$ cat src/rtl/jt12_timer_ctrl.sv
// jt12_timer_ctrl: timer register decode, busy flag and CSM key-on sequencer.
// Sits between the CPU bus port and the timer block.
module jt12_timer_ctrl #(
  parameter int BUSY_CYCLES = 32,
  parameter int BW          = 6
) (
  input  logic       clk,
  input  logic       rst,
  input  logic       cen,
  input  logic       zero,
  input  logic       wr,
  input  logic       addr,
  input  logic [7:0] din,
  input  logic       overflow_A,
  output logic [9:0] value_A,
  output logic [7:0] value_B,
  output logic       load_A,
  output logic       load_B,
  output logic       enable_irq_A,
  output logic       enable_irq_B,
  output logic       clr_flag_A,
  output logic       clr_flag_B,
  output logic [1:0] ch3_mode,
  output logic       csm_keyon,
  output logic       busy
);

  typedef enum logic {IDLE, KEYON} csm_t;

  csm_t          state;
  logic [7:0]    sel;
  logic [BW-1:0] cnt;
  logic [BW-1:0] cnt_next;
  logic          wr_addr;
  logic          wr_data;
  logic          wr_24;
  logic          wr_25;
  logic          wr_26;
  logic          wr_27;
  logic [1:0]    mode_next;
  logic          tick;

  assign wr_addr = wr && !addr;
  assign wr_data = wr && addr;
  assign wr_24   = wr_data && (sel == 8'h24);
  assign wr_25   = wr_data && (sel == 8'h25);
  assign wr_26   = wr_data && (sel == 8'h26);
  assign wr_27   = wr_data && (sel == 8'h27);
  assign tick    = cen && zero;

  // Mode written this cycle takes effect on the sequencer immediately
  assign mode_next = wr_27 ? din[7:6] : ch3_mode;

  always_comb begin
    cnt_next = cnt;
    if (wr_data)
      cnt_next = BW'(BUSY_CYCLES);
    else if (cen && cnt != '0)
      cnt_next = cnt - 1'b1;
  end

  always_ff @(posedge clk or posedge rst) begin
    if (rst) begin
      sel          <= '0;
      value_A      <= '0;
      value_B      <= '0;
      load_A       <= 1'b0;
      load_B       <= 1'b0;
      enable_irq_A <= 1'b0;
      enable_irq_B <= 1'b0;
      clr_flag_A   <= 1'b0;
      clr_flag_B   <= 1'b0;
      ch3_mode     <= 2'b00;
      cnt          <= '0;
      busy         <= 1'b0;
    end else begin
      clr_flag_A <= 1'b0;
      clr_flag_B <= 1'b0;
      cnt        <= cnt_next;
      busy       <= (cnt_next != '0);
      unique case (1'b1)
        wr_addr: sel <= din;
        wr_24:   value_A[9:2] <= din;
        wr_25:   value_A[1:0] <= din[1:0];
        wr_26:   value_B <= din;
        wr_27: begin
          ch3_mode     <= din[7:6];
          clr_flag_B   <= din[5];
          clr_flag_A   <= din[4];
          enable_irq_B <= din[3];
          enable_irq_A <= din[2];
          load_B       <= din[1];
          load_A       <= din[0];
        end
        default: ;
      endcase
    end
  end

  always_ff @(posedge clk or posedge rst) begin
    if (rst) begin
      state     <= IDLE;
      csm_keyon <= 1'b0;
    end else if (mode_next != 2'b10) begin
      state     <= IDLE;
      csm_keyon <= 1'b0;
    end else begin
      unique case (state)
        IDLE: if (tick && overflow_A) begin
          state     <= KEYON;
          csm_keyon <= 1'b1;
        end
        KEYON: if (tick && !overflow_A) begin
          state     <= IDLE;
          csm_keyon <= 1'b0;
        end
        default: begin
          state     <= IDLE;
          csm_keyon <= 1'b0;
        end
      endcase
    end
  end

endmodule
$ cat config.mk
export PLATFORM = sky130hd
export DESIGN_NAME = jt12_timer_ctrl
export DESIGN_NICKNAME = d
export VERILOG_FILES = /design/src/rtl/jt12_timer_ctrl.sv
export SDC_FILE = /design/constraint.sdc
export NUM_CORES = 1
export LEC_CHECK = 0
export BUFFER_PORTS_ARGS = -buffer_cell sky130_fd_sc_hd__buf_2
export CAP_MARGIN = 15
export CORE_UTILIZATION = 52
export DETAILED_ROUTE_END_ITERATION = 8
export PLACE_DENSITY = 0.78
export SLEW_MARGIN = 10
export SYNTH_ARGS = -nofsm -noshare
export SYNTH_HDL_FRONTEND = slang
export SYNTH_SLANG_ARGS = --single-unit
$ cat constraint.sdc
create_clock -name clk -period 1.8 [get_ports clk]
set_input_delay 0.09 -clock clk [delete_from_list [all_inputs] [get_ports clk]]
set_output_delay 0.09 -clock clk [all_outputs]
set_load 0.1 [all_outputs]
* Yosys cells after proc, flatten, opt, wreduce, memory -nomap -nowiden
Index checks and enable logic that the tools add are counted. W data, S select, Z words.
Word-level totals: bits in registers 43
Operators by class: add/subtract/negate cells 1, equality and inequality tests 7, multiplexer cells 13, bitwise gates (word level) 1, reduce and logical (&&, ||, !) cells 15
Operators by type and width (count):
- $eq A8 B6 Y1 const B | 4
- $mux W6 | 2
- $reduce_bool A6 Y1 | 2
- $logic_and A1 B1 Y1 | 10
- $mux W1 | 8
- $sub A6 B1 Y6 const B | 1
- $pmux W1 S2 | 2
- $ne A3 B1 Y1 const B | 1
- $ne A3 B3 Y1 const B | 1
- $logic_not A1 Y1 | 2
- $mux W2 | 1
- $ne A2 B2 Y1 const B | 1
- $reduce_and A2 Y1 | 1
- $not A1 Y1 | 1

* Longest topological paths before layout
Gate-level depths: netlist of the first run.
depth after elaboration 6, mapped depth 6, mapped depth without buffers 6

* Worst setup path after synthesis of the first run
No wires, ideal clock.
path type flip-flop to flip-flop, start reg cnt[2], end reg busy, library setup time 139 ps, arrival 1556 ps, required time 1661 ps, setup slack 105 ps, cell stages (with the launch flop) 5, clock period less this slack 1695 ps, cells stage by stage dfrtp_1 or3_4 o21ai_2 mux2i_1 or4b_1
On the way: cells in the longest elaborated chain, start to end 5, elaborated cells on any way between the ends 6
Ends and longest elaborated chain:
- start, declared | line 32 | logic [BW-1:0] cnt;
- start signal, assigned | line 79 | cnt <= cnt_next;
- branches (longest 2 deep; another with $sub A6 B1 Y6)
- $mux W6 (*) | line 58 | else if (cen && cnt != '0)
- $mux W6 (*) | line 56 | if (wr_data)
- $reduce_bool A6 Y1 (*) | line 80 | busy <= (cnt_next != '0);
- end signal, assigned | line 80
- end, declared | line 25 | output logic busy
Every way passes the cells marked *. A chain may end at the register's enable or synchronous reset.

* Worst setup path in the final report of the first run
start reg cnt[0], end reg busy
The elaborated chain is that of the path after synthesis.

==> flow_metrics.tcl, run 1 <==
set metrics [dict create \
    status "finished, final reports clean" \
    grt_pass1_vias 1376 \
    finalPower_mw 3.03 \
    routed_wl_um 3960 \
    nets 242 \
    start_kind "flip-flop" \
    vias_per_cell 5.18 \
    crit_arrival_ns 2.04 \
    grt_antenna_before_repair 0 \
    synth-edff-count 0 \
    synth_most_common_cell "dfrtp_1" \
    cts_buffers 5 \
    hold_viol 0 \
    portBuffers 42 \
    pwr_density_cell_nw_per_um2 1240 \
    peakVddDrop_mv 0.732 \
    syn_inst 155 \
    yosys_warnings 0 \
    max_cap_viol_count 0 \
    initial_utilization 0.545 \
    yosysSeqAreaShare 0.587 \
    drtPass1Iterations 4 \
    worst_ep_required_time_ns 2.04 \
    post-place-ws_ns 0.00882 \
    htreeDepth 2 \
    rows 21 \
    clock_latency_ns 0.36 \
    clkSlewWorstSetupHoldPaths_ns 0.12 \
    synth_area_per_cell_um2 11.8 \
    final_antenna_net_count 0 \
    fin_crit_sh 0.997 \
    nFillCells 259 \
    grt_max_degree 44 \
    die_x_um 61.4 \
    drc 0 \
    crit_buf_inv 1 \
    place_hpwl_um 2720 \
    coreArea_um2 3360 \
    synth-async-reset-ratio 1.00 \
    setup_violations 0 \
    crit_chain "inv_2 > ha_4 > nand2_1 > o31ai_2 > a31oi_1 > or4b_1" \
    fin_skew_ns 0.0159 \
    via_count 1409 \
    crit_slowest_cell "or4b_1" \
    cts_sinks 43 \
    synth_common_cells "dfrtp_1 (43), nand2_1 (27), mux2_2 (22), nor2_1 (10)" \
    setup_tns_ns 0 \
    crit_path_max_fanout 4 \
    cts_tree "built" \
    fmax_mhz 557 \
    setup_ws_ns 0.00491 \
    tightest_slew_ns 0.535 \
    cpPeakStageDelay_ns 0.47 \
    clock_path_buffers 2 \
    synth.distinct_cells 36 \
    root_buffer "clkbuf_4" \
    ios 43 \
    grt_pass1_wl_um 6150 \
    ys.flop_type "dfrtp_1" \
    syn-num-nets 172 \
    dieArea_um2 3770 \
    wl_per_cell_um 14.5 \
    leakagePower_nw 1.29 \
    holdCritPathClass "in -> reg" \
    gp_congestion 0.770 \
    die_h_um 61.4 \
    worstSetupPathType "reg -> reg" \
    synth.area.top_cells "dfrtp_1 (59%), mux2_2 (14%), nand2_1 (5.5%), nor2_1 (2.0%), o21ai_0 (1.6%)" \
    slew_violations 0 \
    netlist_area_um2 1830 \
    yosysTopAreaCell "dfrtp_1" \
    max_slew_margin 0.644 \
    fin_crit_ns 1.80 \
    holdWs_ns 0.0176 \
    area_delta_synth_final_pct 32.7 \
    num_antenna_cells 0 \
    synth.top_cell.area_share 0.587 \
    path_delay_family "simple AND/OR/NAND/NOR gates" \
    end_kind "flip-flop" \
    dr.first_iter.drc_count 38 \
    overflow 0 \
    drive_above_1_share 0.442 \
    track_usage 0.236 \
    ys_seq_elements 43 \
]
[per-layer routing]
layer,part of all wire,wire length (um),track usage,up-vias
li1,-,-,-,674
met5,0,0,0,-
met4,0.020,81,0.124,0
met1,0.42,1660,0.277,680
met2,0.51,2010,0.385,44
met3,0.052,207,0.0798,11
[kinds of logic (layout without fill, tap and decap cells)]
logic type	count (synthesis)	in the layout	share of synthesized area
and+or+nand+nor	59	59	0.175
buffers and inverters	9	80	0.0184
DFF	43	43	0.587
adders and majority gates	2	2	0.0136
xor gates and xnor gates	1	1	0.00478
AOI/OAI and AO/OA	17	17	0.0553
muxes	24	24	0.146
[power breakdown]
group | switching, mW | internal [mW] | total (mW)
logic | 0.711 | 0.387 | 1.10
clock network | 0.307 | 0.433 | 0.741
registers | 0.0947 | 1.10 | 1.19
[stage by stage]
step,util,instances,area [um^2]
2_1_floorplan,-,155,1830
3_3_place_gp,0.640,248,2150
3_5_place_dp,0.640,248,2150
4_1_cts,0.703,266,2360
5_1_grt,0.724,272,2430
6_report,0.724,272,2430
[path summary, 6_finish.rpt]
| kind | start | end | slack [ns] | cells past startpoint |
|---|---|---|---|---|
| max | cnt[0]$_DFF_PP0_ | busy$_DFF_PP0_ | 0.005 | 6 |
| min | zero | state$_DFF_PP0_ | 0.02 | 3 |
| max reg2reg | cnt[0]$_DFF_PP0_ | busy$_DFF_PP0_ | 0.005 | 6 |
| min reg2reg | sel[7]$_DFFE_PP0P_ | sel[7]$_DFFE_PP0P_ | 0.48 | 2 |
| max in group asynchronous | rst | cnt[2]$_DFF_PP0_ | 1.02 | 4 |
| min in group asynchronous | rst | value_B[3]$_DFFE_PP0P_ | 0.39 | 4 |
[cell usage in the layout, fill, tap and decap left out, drive strengths merged, types with 2 or more instances in the layout]
cell type and n:
a21oi 3, buf 56, bufinv 2, clkbuf 6, dfrtp 43, dlygate4sd3 10
ha 2, inv 6, mux2 22, mux2i 2, nand2 27, nand2b 2
nand3 2, nand4b 2, nor2 10, nor2b 3, o21ai 8, or3 2
or3b 2
[sequential cells by signal, summed over array words and instances, names as in the netlist, 2 cells and up]
signal and cells:
ch3_mode 2, value_B 8, sel 8, cnt 6, value_A 10
[timing repair]
item                                   in CTS  in global routing
pin swaps                                   0                  2
hold buffers                               10                  0
endpoints found under the hold margin      57                  0
setup buffers                               0                  6
setup endpoints to repair                   1                  1
gates resized for setup                     2                  9
[layout make-up]
type / instances / area [um^2] / area share
Clock buffer: 6 / 41.3 / 0.0170
Inverter: 6 / 22.5 / 0.00925
Tap cell: 46 / 57.6 / 0.0236
Timing Repair Buffer: 66 / 415 / 0.171
Multi-Input combinational cell: 103 / 761 / 0.312
Clock inverter: 2 / 60.1 / 0.0247
Sequential cell: 43 / 1080 / 0.442
[worst min-delay path: cells and delay by family]
family	cells	cell delay (ns)
AOI/OAI and AO/OA	1	0.05
buffers and inverters	1	0.12
and+or+nand+nor	1	0.07
Note: power is estimated with default switching activity, not from simulation.
==> run 2: changes to the inputs <==
- CORE_UTILIZATION: 52 -> 47
- PLACE_DENSITY: 0.78 -> 0.74
- clock period: 1.8 -> 1.5 ns (I/O delays scaled with it)
==> run 2 against run 1 <==
The run now ends with setup timing left; count of clock-buffer cells in the layout did not move; first-iteration DRC count shrank 13%; sequential power up 20%; critical endpoint unchanged.
==> flow_metrics.tcl, run 2 (synthesis results as in run 1) <==
set metrics [dict create \
    grt_pass1_vias 1428 \
    final_antenna_net_count 0 \
    cts_tree "built" \
    wl_met1_um 1740 \
    p_switching_mw 1.41 \
    end_kind "flip-flop" \
    drive_above_1_share 0.535 \
    final_common_cell "dfrtp_1" \
    fin_crit_sh 1.15 \
    worstSetupPathType "reg -> reg" \
    pwr_density_cell_nw_per_um2 1460 \
    worstHoldPathCells 3 \
    dpl_cell_area_um2 2240 \
    rows 22 \
    tightest_slew_ns 0.507 \
    p_clk_frac 0.189 \
    htreeDepth 2 \
    reg_top3 "value_A x10, sel x8, value_B x8" \
    intPower_mw 2.32 \
    drc 0 \
    vias_per_cell 5.17 \
    holdWs_ns 0.0302 \
    layout_common_cells "dfrtp_1 (43), buf_2 (42), nand2_1 (24), buf_4 (19), mux2_2 (14)" \
    overflow 0 \
    area_delta_synth_final_pct 39.5 \
    portBuffers 42 \
    wl_per_cell_um 14.2 \
    crit_path_max_fanout 6 \
    nets 245 \
    num_antenna_cells 0 \
    final_area_um2 2560 \
    track_usage 0.209 \
    place_hpwl_um 2700 \
    power_frac_comb 0.429 \
    root_buffer "clkbuf_8" \
    die_x_um 64.5 \
    max_cap_viol_count 0 \
    holdCritPathClass "in -> reg" \
    ff2ff_path_depth 4 \
    fin_skew_ns 0.00533 \
    peakVddDrop_mv 0.865 \
    grt_antenna_before_repair 0 \
    die_h_um 64.5 \
    switching_share 0.379 \
    ios 43 \
    hold_viol 0 \
    final_util 0.694 \
    r2r_slack_ns -0.23 \
    worst_ep_required_time_ns 1.66 \
    stdcell_count 276 \
    top_layer "met4" \
    leakagePower_nw 1.33 \
    routed_wl_um 3920 \
    grt_max_degree 44 \
    gp_congestion 0.787 \
    grt_pass1_wl_um 6420 \
    initial_utilization 0.497 \
    seqPwrFrac 0.382 \
    violations "setup timing" \
    dr_wl_met3_um 171 \
    status "finished with violations" \
    dr.first_iter.drc_count 33 \
    crit_arrival_ns 1.89 \
    via_count 1427 \
    finalPower_mw 3.73 \
    setup_ws_ns -0.229 \
    wl_met2_um 1980 \
    clock_path_buffers 2 \
    drtPass1Iterations 4 \
    setup_violations 27 \
    coreArea_um2 3690 \
    clock_latency_ns 0.29 \
    fmax_mhz 578 \
    largest-register "value_A" \
    start_kind "flip-flop" \
    clkSlewWorstSetupHoldPaths_ns 0.07 \
    slew_violations 0 \
    largest_reg_flops 10 \
    dp_cells 259 \
    cts_buffers 5 \
    dieArea_um2 4160 \
    rsz0062_at_grt "yes" \
    fin_crit_ns 1.73 \
    max_slew_margin 0.662 \
    cts_sinks 43 \
]
[run 2: cell count changes in the layout (fill, tap and decap cells not counted), sizes merged]
cell | before | now
dlygate4sd3 | 10 | 1
clkinv | 0 | 2
buf | 56 | 68
bufinv | 2 | 0
inv | 6 | 5
[run 2: power by group through the flow]
stage	sequential, mW	clock, mW	combinational [mW]
after floorplan	1.81	0	0.483
after global placement	1.42	0	1.17
after detailed placement	1.43	0	1.23
after CTS	1.42	0.729	1.44
after global routing	1.44	0.782	1.69
final	1.43	0.704	1.60
[run 2: per-stage QoR]
stage	setup slack, ns	TNS (ns)
after floorplan	-0.168	-1.80
after global placement	-0.169	-1.30
after detailed placement	-0.322	-2.60
after CTS	-0.209	-1.90
after global routing	-0.263	-5.30
final	-0.229	-2.86
[run 2: layout make-up]
class                   count  area [um^2]
clock buffers               6         82.6
clock inverters             1         5.00
fillers                   269         1130
inverters                   6         22.5
multi-input cells         103          871
flip-flops and latches     43         1080
well taps                  48         60.1
repair buffers             69          442
[run 2: metal layers]
layer,track usage,vias to the layer above
met2,0.338,47
met3,0.0704,4
met4,0.0639,0
li1,-,675
met5,0,-
met1,0.265,701
[run 2: worst max-delay path: stages (launching register included)]
cell     delay (ns)
dfrtp_1        0.38
or3_4          0.45
o21ai_4        0.17
mux2i_1        0.09
or4b_1         0.51
[run 2: what timing repair did]
item / CTS / global route
endpoints found under the hold margin: 43 / 0
setup buffers: 4 / 5
setup endpoints to repair: 26 / 32
resized for setup: 23 / 18
cloned: 0 / 0
pin swaps: 8 / 10
hold buffers: 1 / 0
[run 2: final timing paths]
path / start / endpoint
max in group asynchronous: rst / value_A[1]$_DFFE_PP0P_
worst max-delay path: cnt[3]$_DFF_PP0_ / busy$_DFF_PP0_
worst max register to register: cnt[3]$_DFF_PP0_ / busy$_DFF_PP0_
worst min register to register: sel[2]$_DFFE_PP0P_ / sel[2]$_DFFE_PP0P_
min in group asynchronous: rst / cnt[4]$_DFF_PP0_
worst min-delay path: din[3] / sel[3]$_DFFE_PP0P_
